<file path="config.mk">
export PLATFORM = sky130hd
export DESIGN_NAME = timer_dev
export DESIGN_NICKNAME = d
export VERILOG_FILES = /design/src/rtl/timer_dev_pkg.sv /design/src/rtl/timer_dev.sv
export SDC_FILE = /design/constraint.sdc
export NUM_CORES = 1
export LEC_CHECK = 0
export CAP_MARGIN = 20
export CORE_MARGIN = 4
export CORE_UTILIZATION = 40
export CTS_CLUSTER_SIZE = 28
export DETAILED_ROUTE_END_ITERATION = 8
export GPL_TIMING_DRIVEN = 0
export HOLD_SLACK_MARGIN = 0.06
export PLACE_DENSITY = 0.6
export SLEW_MARGIN = 20
export SYNTH_ARGS = -nofsm -noshare
export SYNTH_HDL_FRONTEND = slang
export SYNTH_SLANG_ARGS = --single-unit
</file>
<file path="constraint.sdc">
create_clock -name clk -period 5 [get_ports clk]
set_input_delay 1 -clock clk [delete_from_list [all_inputs] [get_ports clk]]
set_output_delay 1 -clock clk [all_outputs]
set_load 0.05 [all_outputs]
</file>
<file path="src/rtl/timer_dev_pkg.sv">
// Shared encodings for the timer device: register offsets, CTRL layout,
// mode codes and FSM state encoding.
package timer_dev_pkg;

  localparam logic [1:0] A_CTRL   = 2'd0;
  localparam logic [1:0] A_PRESET = 2'd1;
  localparam logic [1:0] A_COUNT  = 2'd2;
  localparam logic [1:0] A_RSVD   = 2'd3;

  localparam logic [1:0] MODE_AUTO = 2'b01;

  // CTRL[3]=IM, CTRL[2:1]=Mode, CTRL[0]=Enable
  typedef struct packed {
    logic       im;
    logic [1:0] mode;
    logic       en;
  } ctrl_t;

  typedef enum logic [1:0] {IDLE = 2'd0, LOAD = 2'd1, CNT = 2'd2, INT = 2'd3} state_t;

  // Mode codes 1x fall back to one-shot behaviour.
  function automatic logic is_auto(ctrl_t c);
    return c.mode == MODE_AUTO;
  endfunction

endpackage

</file>
<file path="src/rtl/timer_dev.sv">
// Bus-mapped down-counting timer: CTRL/PRESET/COUNT register file, count FSM
// and a maskable interrupt, all in one module.
module timer_dev
  import timer_dev_pkg::*;
#(
  parameter logic [31:0] PRESET_RST = 32'h0000_0000
) (
  input  logic        clk,
  input  logic        rst,
  input  logic [1:0]  Addr,
  input  logic        We,
  input  logic [31:0] Din,
  output logic [31:0] Dout,
  output logic        IRQ
);

  state_t      state, nxt;
  ctrl_t       ctrl;
  logic [31:0] preset, count;
  logic        pend;

  logic ctrl_wr, stop;
  logic load, dec, set_pend, clr_pend, clr_en;

  assign ctrl_wr = We && (Addr == A_CTRL);
  assign stop    = ctrl_wr && !Din[0];

  always_ff @(posedge clk) begin
    if (!rst) state <= IDLE;
    else      state <= nxt;
  end

  always_comb begin
    nxt = state;
    case (state)
      IDLE:    if (ctrl.en) nxt = LOAD;
      LOAD:    nxt = CNT;
      CNT:     if (count == '0) nxt = INT;
      INT:     nxt = is_auto(ctrl) ? LOAD : IDLE;
      default: nxt = IDLE;
    endcase
    // Software disable overrides whatever the FSM wanted to do.
    if (stop) nxt = IDLE;
  end

  always_comb begin
    load     = (state == LOAD) && !stop;
    dec      = (state == CNT) && (count != '0) && !stop;
    set_pend = (nxt == INT);
    clr_pend = ctrl_wr || ((state == INT) && (nxt == LOAD));
    clr_en   = (state == INT) && !is_auto(ctrl);
  end

  always_ff @(posedge clk) begin
    if (!rst) begin
      ctrl   <= '0;
      preset <= PRESET_RST;
      count  <= '0;
      pend   <= 1'b0;
    end else begin
      // A CTRL write wins over the one-shot Enable clear.
      if (ctrl_wr)     ctrl    <= ctrl_t'(Din[3:0]);
      else if (clr_en) ctrl.en <= 1'b0;

      if (We && (Addr == A_PRESET)) preset <= Din;

      if (load)     count <= preset;
      else if (dec) count <= count - 32'd1;

      if (set_pend)      pend <= 1'b1;
      else if (clr_pend) pend <= 1'b0;
    end
  end

  assign IRQ = pend & ctrl.im;

  always_comb begin
    case (Addr)
      A_CTRL:   Dout = {28'b0, ctrl};
      A_PRESET: Dout = preset;
      A_COUNT:  Dout = count;
      A_RSVD:   Dout = '0;
      default:  Dout = '0;
    endcase
  end

endmodule
</file>
==> out/metrics.csv, run 1 <==
stage,metric,value,unit
grt,initial antenna violation count,0,
power_and_ir_drop,combinational share of power,0.544,
synth,Synth area leaders,"dfxtp_1 37%, nand2_1 9.9%, a21oi_1 8.2%",
power_and_ir_drop,Cell Pwr Density,608,nW/um^2
grt,GR Util met3,0.0484,
hold_path,Hold WC Path Type,flop to flop,
route,via count,3855,
synth,Post-Syn Area,3800,sq um
final_layout,area growth from synthesis to layout,28.5,%
grt,pin count of the biggest net entering global routing,13,
placement,I/O Buffers,68,
critical_path,slowest cell on the critical path,clkdlybuf4s50_1,
floorplanning,Starting Density,0.411,
final_layout,fraction of layout cells with a size suffix above 1,0.0613,
sta,Fin. Hold Viols,0,
power_and_ir_drop,Seq pwr share,0.268,
clocking,post-CTS setup buffer count,0,
power_and_ir_drop,Max VDD drop,0.403,mV
synth,"FFs w/ async S/R, synth",0,
power_and_ir_drop,switching power total,0.00144,W
clocking,root buf cell,clkbuf_8,
route,final WL,12.1,mm
grt,met2 GRT Util,0.348,
critical_path,WP data arrival,3.78,ns
critical_path,critical path class,input port to primary output,
critical_path,CP Cell Sequence,"clkdlybuf4s50_1, nor2b_1, clkbuf_1, clkbuf_1, a22o_1, clkdlybuf4s50_1",
final_layout,antenna cells,0,
synth,Post-Syn Nets,529,
grt,total gr overflow,0,
sta,final setup TNS,0,ns
power_and_ir_drop,Sw Ratio,0.486,
critical_path,critical path endpoint category,primary output,
critical_path,Critical Path Start Type,input port,
sta,final period utilization,0.957,
sta,Final setup viols,0,
clocking,clk sinks,71,
route,drt first-iter violations,237,
critical_path,Critical Path RT,4.00,ns
route,WL per Instance,17.2,um
sta,slew margin rel.,0.521,
clocking,CTS Buf Count,9,
placement,Placer Congestion,0.904,
placement,post-detail-place hpwl,8.79,mm
sta,post-route minimum period,4.78,ns
synth,Syn Inst Count,487,
grt,grt met1 use,0.303,
clocking,Skew-Pair Late Insertion Delay,0.35,ns
synth,post-synthesis sequential area ratio,0.374,
synth,Yosys cell types,55,
floorplanning,Die X,105,um
floorplanning,row count,35,
run_status,status,completed,
route,post-DR vias/cell,5.51,
floorplanning,Die Y-Extent,105,um
grt,vias in the first global route,3668,
grt,GR Util All Layers,0.219,
critical_path,CP max stage delay,0.81,ns
synth,area share of the leading cell type in the synthesized netlist,0.374,
synth,synthesized area per cell,7.79,sq um
clocking,maximum clock insertion buffer count,2,
clocking,CTS H-Tree Depth,3,
route,antenna-violating nets left,0,
critical_path,CP max FO,10,
synth,number of flops mapped to enable cells by yosys,0,
sta,fin. max-slew vios,0,
route,TritonRoute pass-1 iters,5,
route,residual DRC count,0,
final_layout,"commonest non-fill, non-tap cell in the layout",nand2_1,
final_layout,Nets,608,
grt,first-pass GRT wire length,19.4,mm
sta,hold slack,0.472,ns
flow_run,Max Cap Violations,0,
floorplanning,IO Count,70,
sta,Fin Clk Skew,0.0108,ns
synth,"Top FF cell, synth",dfxtp_1,
sta,RSZ-0062 raised after global routing,no,
sta,actual transition at the worst max-transition pin,0.713,ns
synth,"FF+latch count, synth",71,
sta,max frequency,209,MHz
power_and_ir_drop,clock share of power,0.188,
grt,layer with the highest usage,met2,
power_and_ir_drop,Internal Power,0.00152,W
synth,biggest area consumer among synthesized cells,dfxtp_1,
power_and_ir_drop,leakage,1.71,nW
clocking,"Reg clk slew, reported paths",0.07,ns
synth,Syn. warnings,0,
clocking,CTS Hold Bufs,0,
clocking,CTS tree,yes,
floorplanning,core area,9240,sq um
final_layout,"commonest non-fill, non-tap cells in the layout","100 x nand2_1, 71 x dfxtp_1, 68 x clkdlybuf4s50_1, 62 x a21oi_1, 29 x o21ai_0",
floorplanning,die area,11100,sq um
==> per-layer routing <==
layer,vias to the layer above,routed length (um)
li1,1911,-
met1,1819,5790
met2,110,5580
met3,15,507
met4,0,167
met5,-,0
==> cell families (layout without fill, tap and decap cells) <==
| logic type | Yosys count | after routing | share of synthesized area |
|---|---|---|---|
| AO/OA/AOI/OAI | 144 | 144 | 0.242 |
| flip-flops | 71 | 71 | 0.374 |
| multiplexers | 5 | 5 | 0.0132 |
| adder cells (fa/ha/maj) | 5 | 5 | 0.0165 |
| buffers and inverters | 37 | 121 | 0.0382 |
| XOR/XNOR | 17 | 17 | 0.0392 |
| AND/OR/NAND/NOR | 208 | 208 | 0.276 |
==> flip-flops by register name (all words and copies together), names as in the netlist <==
signal,count
pend,1
count,32
preset,32
state,2
ctrl,4
==> cell usage after synthesis, types with 2 or more instances <==
library cell,number
inv_1,7
nor2b_1,2
nor4_2,3
o21ai_1,3
o211ai_1,2
nor3_2,2
and3_1,5
buf_1,2
clkbuf_1,25
o21ai_0,29
nand4b_1,2
and2_1,5
a31oi_1,2
nor4b_2,2
a211oi_1,2
xnor2_1,4
nor2_1,25
a221o_1,4
mux2i_1,5
o22ai_1,2
a21oi_1,62
buf_2,2
ha_1,5
or4_4,2
nand4_1,6
nor3b_1,4
xor2_1,13
nand2_1,100
nand2b_1,2
dfxtp_1,71
nor3_1,11
nor4_1,7
or3_1,3
nand3_1,19
a22o_1,27
==> worst max-delay path, delay by kind of cell <==
family	cells	cell delay, ns
simple gates	1	0.17
compound gates	1	0.29
buf+inv	4	2.32
==> path summary, 6_finish.rpt <==
kind             from        end  slack [ns]  cells after the start
max           Addr[1]    Dout[9]        0.22                      6
min           ctrl[3]    ctrl[3]        0.47                      2
max reg2reg  count[5]  count[25]        2.41                      6
min reg2reg   ctrl[3]    ctrl[3]        0.47                      2
==> layout make-up <==
class	instances	area (sq um)
clock buffer	10	128
tap	129	161
buffer	30	121
clock inverter	6	109
fill	931	4360
multi-input combinational	379	2230
timing repair buffer	68	681
sequential	71	1420
inverter	7	26.3
==> power groups by stage <==
stage          logic [W]  registers (W)  clock network (W)
6_report         0.00161       0.000795           0.000556
5_1_grt          0.00178       0.000810           0.000590
4_1_cts          0.00159       0.000792           0.000565
3_5_place_dp     0.00158       0.000806                  0
3_3_place_gp     0.00158       0.000803                  0
2_1_floorplan    0.00118       0.000770                  0
==> per-stage QoR <==
step	std cells	utilization	total power, W	worst slack, ns	instance area, sq um
finish	700	0.528	0.00297	0.217	4880
global route	700	0.528	0.00318	0.127	4880
CTS	700	0.528	0.00295	0.0383	4870
detailed placement	684	0.502	0.00239	0.0446	4640
global placement	684	0.502	0.00238	0.0353	4640
floorplan	487	-	0.00195	1.58	3800
==> timing repair <==
action,in CTS,in global routing
gates resized for setup,0,3
endpoints found under the setup margin,0,15
endpoints found under the hold margin,0,0
(Power assumes the default switching activity.)
==> run 2, diff against run 1 <==
--- a/config.mk
+++ b/config.mk
@@ -5,6 +5,7 @@
 export SDC_FILE = /design/constraint.sdc
 export NUM_CORES = 1
 export LEC_CHECK = 0
+export ABC_CLOCK_PERIOD_IN_PS = 5000
 export CAP_MARGIN = 20
 export CORE_MARGIN = 4
 export CORE_UTILIZATION = 40
@@ -13,6 +14,7 @@
 export GPL_TIMING_DRIVEN = 0
 export HOLD_SLACK_MARGIN = 0.06
 export PLACE_DENSITY = 0.6
+export SETUP_SLACK_MARGIN = 0.4
 export SLEW_MARGIN = 20
 export SYNTH_ARGS = -nofsm -noshare
 export SYNTH_HDL_FRONTEND = slang
==> run 2 against run 1 <==
Clock power about the same; wire length about the same; clock skew increased by 0.0024 ns; sequential cell count unchanged; global-route usage unchanged; combinational power about the same; worst hold slack improved by 0.00053 ns; maximum frequency increased by 5.9%; register-to-register slack about the same; critical path depth unchanged; sequential power about the same.
==> out/metrics.csv, run 2 (synthesis results as in run 1) <==
stage,metric,value,unit,change
route,TritonRoute pass-1 iters,5,,unchanged
final_layout,"commonest non-fill, non-tap cell in the layout",nand2_1,,
critical_path,R2R Path End,count[28],,
critical_path,cells on worst reg2reg path,8,,+2
route,residual DRC count,0,,unchanged
sta,Fin Clk Skew,0.0132,ns,+0.00240 ns
critical_path,Critical Path Start Type,input port,,
sta,post-route minimum period,4.52,ns,-0.268 ns
grt,pin count of the biggest net entering global routing,13,,unchanged
power_and_ir_drop,Max VDD drop,0.401,mV,-0.54%
sta,final period utilization,0.903,,-0.0536
clocking,root buf cell,clkbuf_8,,
final_layout,fraction of layout cells with a size suffix above 1,0.0683,,+0.00701
floorplanning,die area,11100,sq um,unchanged
route,antenna-violating nets left,0,,unchanged
run_status,status,completed,,
critical_path,WP data arrival,3.52,ns,-0.26 ns
route,drt first-iter violations,224,,-5.5%
critical_path,R2R Setup Slk,2.40,ns,about the same
final_layout,fin util,0.531,,+0.00298
sta,max frequency,221,MHz,+5.9%
route,WL per Instance,17.2,um,about the same
grt,total gr overflow,0,,unchanged
final_layout,Largest regs,"count: 32 flops, preset: 32 flops, ctrl: 4 flops",,
power_and_ir_drop,Cell Pwr Density,603,nW/um^2,-0.89%
critical_path,critical path class,input port to primary output,,
floorplanning,core area,9240,sq um,unchanged
route,final WL,12.0,mm,about the same
clocking,maximum clock insertion buffer count,2,,unchanged
floorplanning,IO Count,70,,unchanged
sta,fin. max-slew vios,0,,unchanged
floorplanning,Die X,105,um,unchanged
flow_run,Max Cap Violations,0,,unchanged
hold_path,hold path endpoint,ctrl[3],,
clocking,"Reg clk slew, reported paths",0.07,ns,about the same
hold_path,Hold WC Path Type,flop to flop,,
final_layout,"commonest non-fill, non-tap cells in the layout","100 x nand2_1, 71 x dfxtp_1, 62 x a21oi_1, 59 x clkdlybuf4s50_1, 29 x o21ai_0",,
placement,Placer Congestion,0.904,,unchanged
clocking,CTS tree,yes,,
floorplanning,Starting Density,0.411,,unchanged
power_and_ir_drop,leakage,1.89,nW,+10%
critical_path,CP max FO,10,,unchanged
route,post-DR vias/cell,5.57,,+1.1%
sta,final setup TNS,0,ns,unchanged
floorplanning,row count,35,,unchanged
critical_path,Critical Path RT,4.00,ns,about the same
power_and_ir_drop,Power Total,0.00296,W,-0.33%
grt,vias in the first global route,3660,,-0.22%
final_layout,antenna cells,0,,unchanged
final_layout,Nets,608,,unchanged
sta,RSZ-0062 raised after global routing,no,,
clocking,CTS H-Tree Depth,3,,unchanged
grt,initial antenna violation count,0,,unchanged
critical_path,worst r2r src,count[0],,
sta,Final setup viols,0,,unchanged
sta,slew margin rel.,0.536,,+0.0146
sta,Fin. Hold Viols,0,,unchanged
placement,I/O Buffers,68,,unchanged
placement,post-detail-place hpwl,8.79,mm,unchanged
floorplanning,Die Y-Extent,105,um,unchanged
clocking,CTS Buf Count,9,,unchanged
clocking,clk sinks,71,,unchanged
critical_path,critical path endpoint category,primary output,,
final_layout,FILL cells,930,,-0.11%
route,via count,3896,,+1.1%
clocking,post-CTS setup buffer count,0,,unchanged
hold_path,hold path startpoint,ctrl[3],,
hold_path,hold path depth,2,,unchanged
sta,actual transition at the worst max-transition pin,0.691,ns,-0.0217 ns
grt,GR Util All Layers,0.219,,unchanged
final_layout,area growth from synthesis to layout,29.2,%,
sta,hold slack,0.472,ns,+0.000530 ns
grt,first-pass GRT wire length,19.3,mm,about the same
clocking,Skew-Pair Late Insertion Delay,0.35,ns,about the same
==> run 2: cell count changes in the layout (fill, tap and decap cells not counted) <==
cell	delta
clkbuf_2	+2
buf_1	-1
buf_2	+2
clkbuf_1	-3
dlymetal6s2s_1	+9
clkdlybuf4s50_1	-9
==> run 2: metrics by stage <==
step	instances	cell area (sq um)	setup WS [ns]
final	700	4900	0.485
after global routing	700	4900	0.407
after CTS	700	4880	0.480
after detailed placement	684	4640	0.0446
after global placement	684	4640	0.0353
after floorplan	487	3800	1.58
==> run 2: cell type report <==
cell class | count | area (sq um) | share of cell area
Tap cell | 129 | 161 | 0.0329
Inverter | 7 | 26.3 | 0.00536
Timing Repair Buffer | 68 | 703 | 0.143
Multi-Input combinational cell | 379 | 2230 | 0.455
Clock buffer | 10 | 128 | 0.0260
Sequential cell | 71 | 1420 | 0.290
Clock inverter | 6 | 109 | 0.0222
Buffer | 30 | 126 | 0.0258
==> run 2: per-layer routing <==
| layer | track usage | share of wire |
|---|---|---|
| met1 | 0.302 | 0.47 |
| met2 | 0.352 | 0.46 |
| met3 | 0.0490 | 0.049 |
| met4 | 0.0431 | 0.014 |
| met5 | 0 | 0 |
==> run 2: worst max-delay path, cell delays in order <==
cell	delay (ns)
clkdlybuf4s50_1	0.61
nor2b_1	0.16
clkbuf_1	0.32
clkbuf_2	0.38
a22o_1	0.22
clkdlybuf4s50_1	0.81
==> run 2: power by group <==
group          internal, W  total, W  switching (W)
clock             0.000331  0.000554       0.000223
sequential        0.000659  0.000794       0.000135
combinational     0.000535   0.00161        0.00107
total              0.00152   0.00296        0.00143
==> run 2: repair_timing <==
action | CTS | global route
endpoints found under the setup margin | 30 | 9
gates resized for setup | 6 | 9
hold buffers | 0 | 0
endpoints found under the hold margin | 0 | 0
==> run 2: how the worst max path moves through the flow <==
| stage | from | end | slack (ns) | cells after the start |
|---|---|---|---|---|
| 2_1_floorplan | Addr[0] | Dout[10] | 1.58 | 5 |
| 3_5_place_dp | Addr[1] | Dout[22] | 0.04 | 6 |
| 4_1_cts | Addr[1] | Dout[9] | 0.48 | 6 |
| 6_report | Addr[1] | Dout[19] | 0.48 | 6 |
| 3_3_place_gp | Addr[1] | Dout[22] | 0.04 | 6 |
| 5_1_grt | Addr[1] | Dout[25] | 0.41 | 6 |
==> run 3, diff against run 2 <==
--- a/config.mk
+++ b/config.mk
@@ -5,6 +5,7 @@
 export SDC_FILE = /design/constraint.sdc
 export NUM_CORES = 1
 export LEC_CHECK = 0
+export ABC_AREA = 1
 export ABC_CLOCK_PERIOD_IN_PS = 5000
 export CAP_MARGIN = 20
 export CORE_MARGIN = 4
@@ -13,7 +14,7 @@
 export DETAILED_ROUTE_END_ITERATION = 8
 export GPL_TIMING_DRIVEN = 0
 export HOLD_SLACK_MARGIN = 0.06
-export PLACE_DENSITY = 0.6
+export PLACE_DENSITY = 0.59
 export SETUP_SLACK_MARGIN = 0.4
 export SLEW_MARGIN = 20
 export SYNTH_ARGS = -nofsm -noshare
==> run 3 against run 2 <==
Non-clock buffer count stayed put; critical path depth is 1 higher; die area is 13% higher; register-to-register slack better by 0.37 ns; first-iteration DRC count is 58% higher; largest cell class unchanged.
==> out/metrics.csv, run 3 <==
stage,metric,value,unit,change
run_status,status,completed,,
final_layout,"commonest non-fill, non-tap cell in the layout",nand2_1,,
route,antenna-violating nets left,0,,unchanged
clocking,root buf cell,clkbuf_8,,
route,residual DRC count,0,,unchanged
sta,post-route minimum period,4.49,ns,-0.0292 ns
synth,biggest area consumer among synthesized cells,dfxtp_1,,
clocking,maximum clock insertion buffer count,2,,unchanged
route,via count,4737,,+22%
synth,synthesized area per cell,6.30,sq um,-19%
clocking,clk sinks,71,,unchanged
critical_path,WP data arrival,3.49,ns,-0.03 ns
grt,total gr overflow,0,,unchanged
sta,Fin Clk Skew,0.00693,ns,-0.00626 ns
grt,initial antenna violation count,0,,unchanged
route,drt first-iter violations,353,,+58%
sta,Final setup viols,0,,unchanged
grt,GR Util All Layers,0.238,,+0.0188
synth,"FFs w/ async S/R, synth",0,,unchanged
synth,Syn. warnings,0,,unchanged
synth,number of flops mapped to enable cells by yosys,0,,unchanged
sta,fin. max-slew vios,0,,unchanged
route,TritonRoute pass-1 iters,5,,unchanged
synth,area share of the leading cell type in the synthesized netlist,0.328,,-0.0466
synth,Post-Syn Area,4340,sq um,+14%
placement,post-detail-place hpwl,11.2,mm,+27%
synth,Syn Inst Count,688,,+41%
route,highest routed layer,met4,,
clocking,CTS H-Tree Depth,3,,unchanged
hold_path,Hold WC Path Type,flop to flop,,
power_and_ir_drop,leakage,2.35,nW,+24%
floorplanning,Die X,112,um,+6.3%
final_layout,fin util,0.515,,-0.0157
final_layout,fraction of layout cells with a size suffix above 1,0.0802,,+0.0119
route,met2 WL,6.60,mm,+18%
route,Met1 Wirelength,7.01,mm,+23%
grt,vias in the first global route,4544,,+24%
synth,Post-Syn Nets,730,,+38%
synth,"Top FF cell, synth",dfxtp_1,,
synth,top cells by instance count after synthesis,"162 x nand2_1, 87 x inv_1, 87 x nor2_1",,
route,final WL,14.8,mm,+23%
final_layout,"commonest non-fill, non-tap cells in the layout","162 x nand2_1, 87 x inv_1, 87 x nor2_1, 71 x dfxtp_1, 59 x a21oi_1",,
clocking,"Reg clk slew, reported paths",0.08,ns,about the same
floorplanning,core area,10500,sq um,+13%
power_and_ir_drop,Power Total,0.00313,W,+5.8%
synth,most numerous cell in the Yosys netlist,nand2_1,,
sta,final setup margin,0.514,ns,+0.0292 ns
final_layout,Nets,810,,+33%
clocking,CTS tree,yes,,
critical_path,Critical Path RT,4.00,ns,about the same
power_and_ir_drop,Cell Pwr Density,581,nW/um^2,-3.7%
floorplanning,IO Count,70,,unchanged
placement,Placer Congestion,0.940,,+4.0%
synth,"FF+latch count, synth",71,,unchanged
grt,pin count of the biggest net entering global routing,12,,-1
sta,final period utilization,0.897,,-0.00584
floorplanning,die area,12600,sq um,+13%
sta,RSZ-0062 raised after global routing,no,,
grt,first-pass GRT wire length,23.5,mm,+21%
sta,max frequency,223,MHz,+0.65%
clocking,CTS Buf Count,9,,unchanged
sta,Fin. Hold Viols,0,,unchanged
synth,post-synthesis sequential area ratio,0.328,,-0.0466
placement,DP Worst Slack,0.325,ns,+0.281 ns
route,WL per Instance,16.2,um,-5.6%
power_and_ir_drop,Max VDD drop,0.234,mV,-42%
final_layout,area growth from synthesis to layout,24.3,%,
sta,final setup TNS,0,ns,unchanged
final_layout,antenna cells,0,,unchanged
clocking,Skew-Pair Late Insertion Delay,0.37,ns,+0.02 ns
placement,I/O Buffers,69,,+1.5%
critical_path,Critical Path Start Type,input port,,
floorplanning,row count,37,,+5.7%
critical_path,critical path class,input port to primary output,,
flow_run,Max Cap Violations,0,,unchanged
floorplanning,Die Y-Extent,112,um,+6.3%
synth,Yosys cell types,26,,-53%
synth,Synth area leaders,"dfxtp_1 33%, nand2_1 14%, inv_1 7.5%",,
sta,hold slack,0.468,ns,-0.00438 ns
floorplanning,Starting Density,0.414,,+0.00354
clocking,CTS Hold Bufs,0,,unchanged
route,post-DR vias/cell,5.21,,-6.4%
critical_path,critical path endpoint category,primary output,,
sta,actual transition at the worst max-transition pin,0.698,ns,+0.00715 ns
critical_path,CP max FO,10,,unchanged
sta,slew margin rel.,0.535,,-0.00122
route,met3 routed WL,872,um,+47%
final_layout,Largest regs,"count: 32 flops, preset: 32 flops, ctrl: 4 flops",,
run 3: power by group:
part	switching [W]	internal, W	leakage, nW
Clock	0.000229	0.000234	0.0987
Combinational	0.00130	0.000645	1.67
Sequential	0.0000803	0.000636	0.578
Total	0.00161	0.00152	2.35
run 3: final cells by class:
| cell class | count | area (sq um) |
|---|---|---|
| Timing Repair Buffer | 69 | 688 |
| Sequential cell | 71 | 1420 |
| Buffer | 29 | 145 |
| Clock inverter | 2 | 12.5 |
| Multi-Input combinational cell | 496 | 2420 |
| Inverter | 92 | 345 |
| Clock buffer | 14 | 183 |
| Fill cell | 1145 | 5070 |
| Tap cell | 136 | 170 |
run 3: layer usage:
metal / global-route usage / up-vias
met4: 0.0745 / 0
met1: 0.321 / 2192
met5: 0 / -
met3: 0.0588 / 23
met2: 0.375 / 148
li1: - / 2374
run 3: worst paths after layout:
kind	from	to	slack (ns)	cells past startpoint
min reg2reg	count[0]	count[0]	0.47	2
max	Addr[0]	Dout[21]	0.51	7
max reg2reg	count[0]	count[4]	2.77	12
min	count[0]	count[0]	0.47	2
run 3: cells by family (layout without fill, tap and decap cells):
group | Yosys count | in the layout | share of synthesized area
XOR/XNOR | 8 | 8 | 0.0162
adder cells (fa/ha/maj) | 5 | 5 | 0.0144
flip-flops | 71 | 71 | 0.328
AO/OA/AOI/OAI | 157 | 157 | 0.200
buffers and inverters | 121 | 206 | 0.113
AND/OR/NAND/NOR | 326 | 326 | 0.329
run 3: critical path: stages:
cell             delay (ns)
clkdlybuf4s50_1        0.50
inv_2                  0.05
nor2_1                 0.34
inv_1                  0.10
clkbuf_1               0.33
o22ai_1                0.31
clkdlybuf4s50_1        0.85
run 3: stage by stage:
step | std cells | instance area [sq um]
finish | 909 | 5390
global route | 909 | 5390
CTS | 909 | 5380
detailed placement | 893 | 5200
global placement | 893 | 5200
floorplan | 688 | 4340
run 3: what timing repair did:
action                     in CTS  in global routing
resized for setup              10                  4
pin swaps                       0                  0
setup buffers                   0                  0
setup endpoints to repair      10                  4
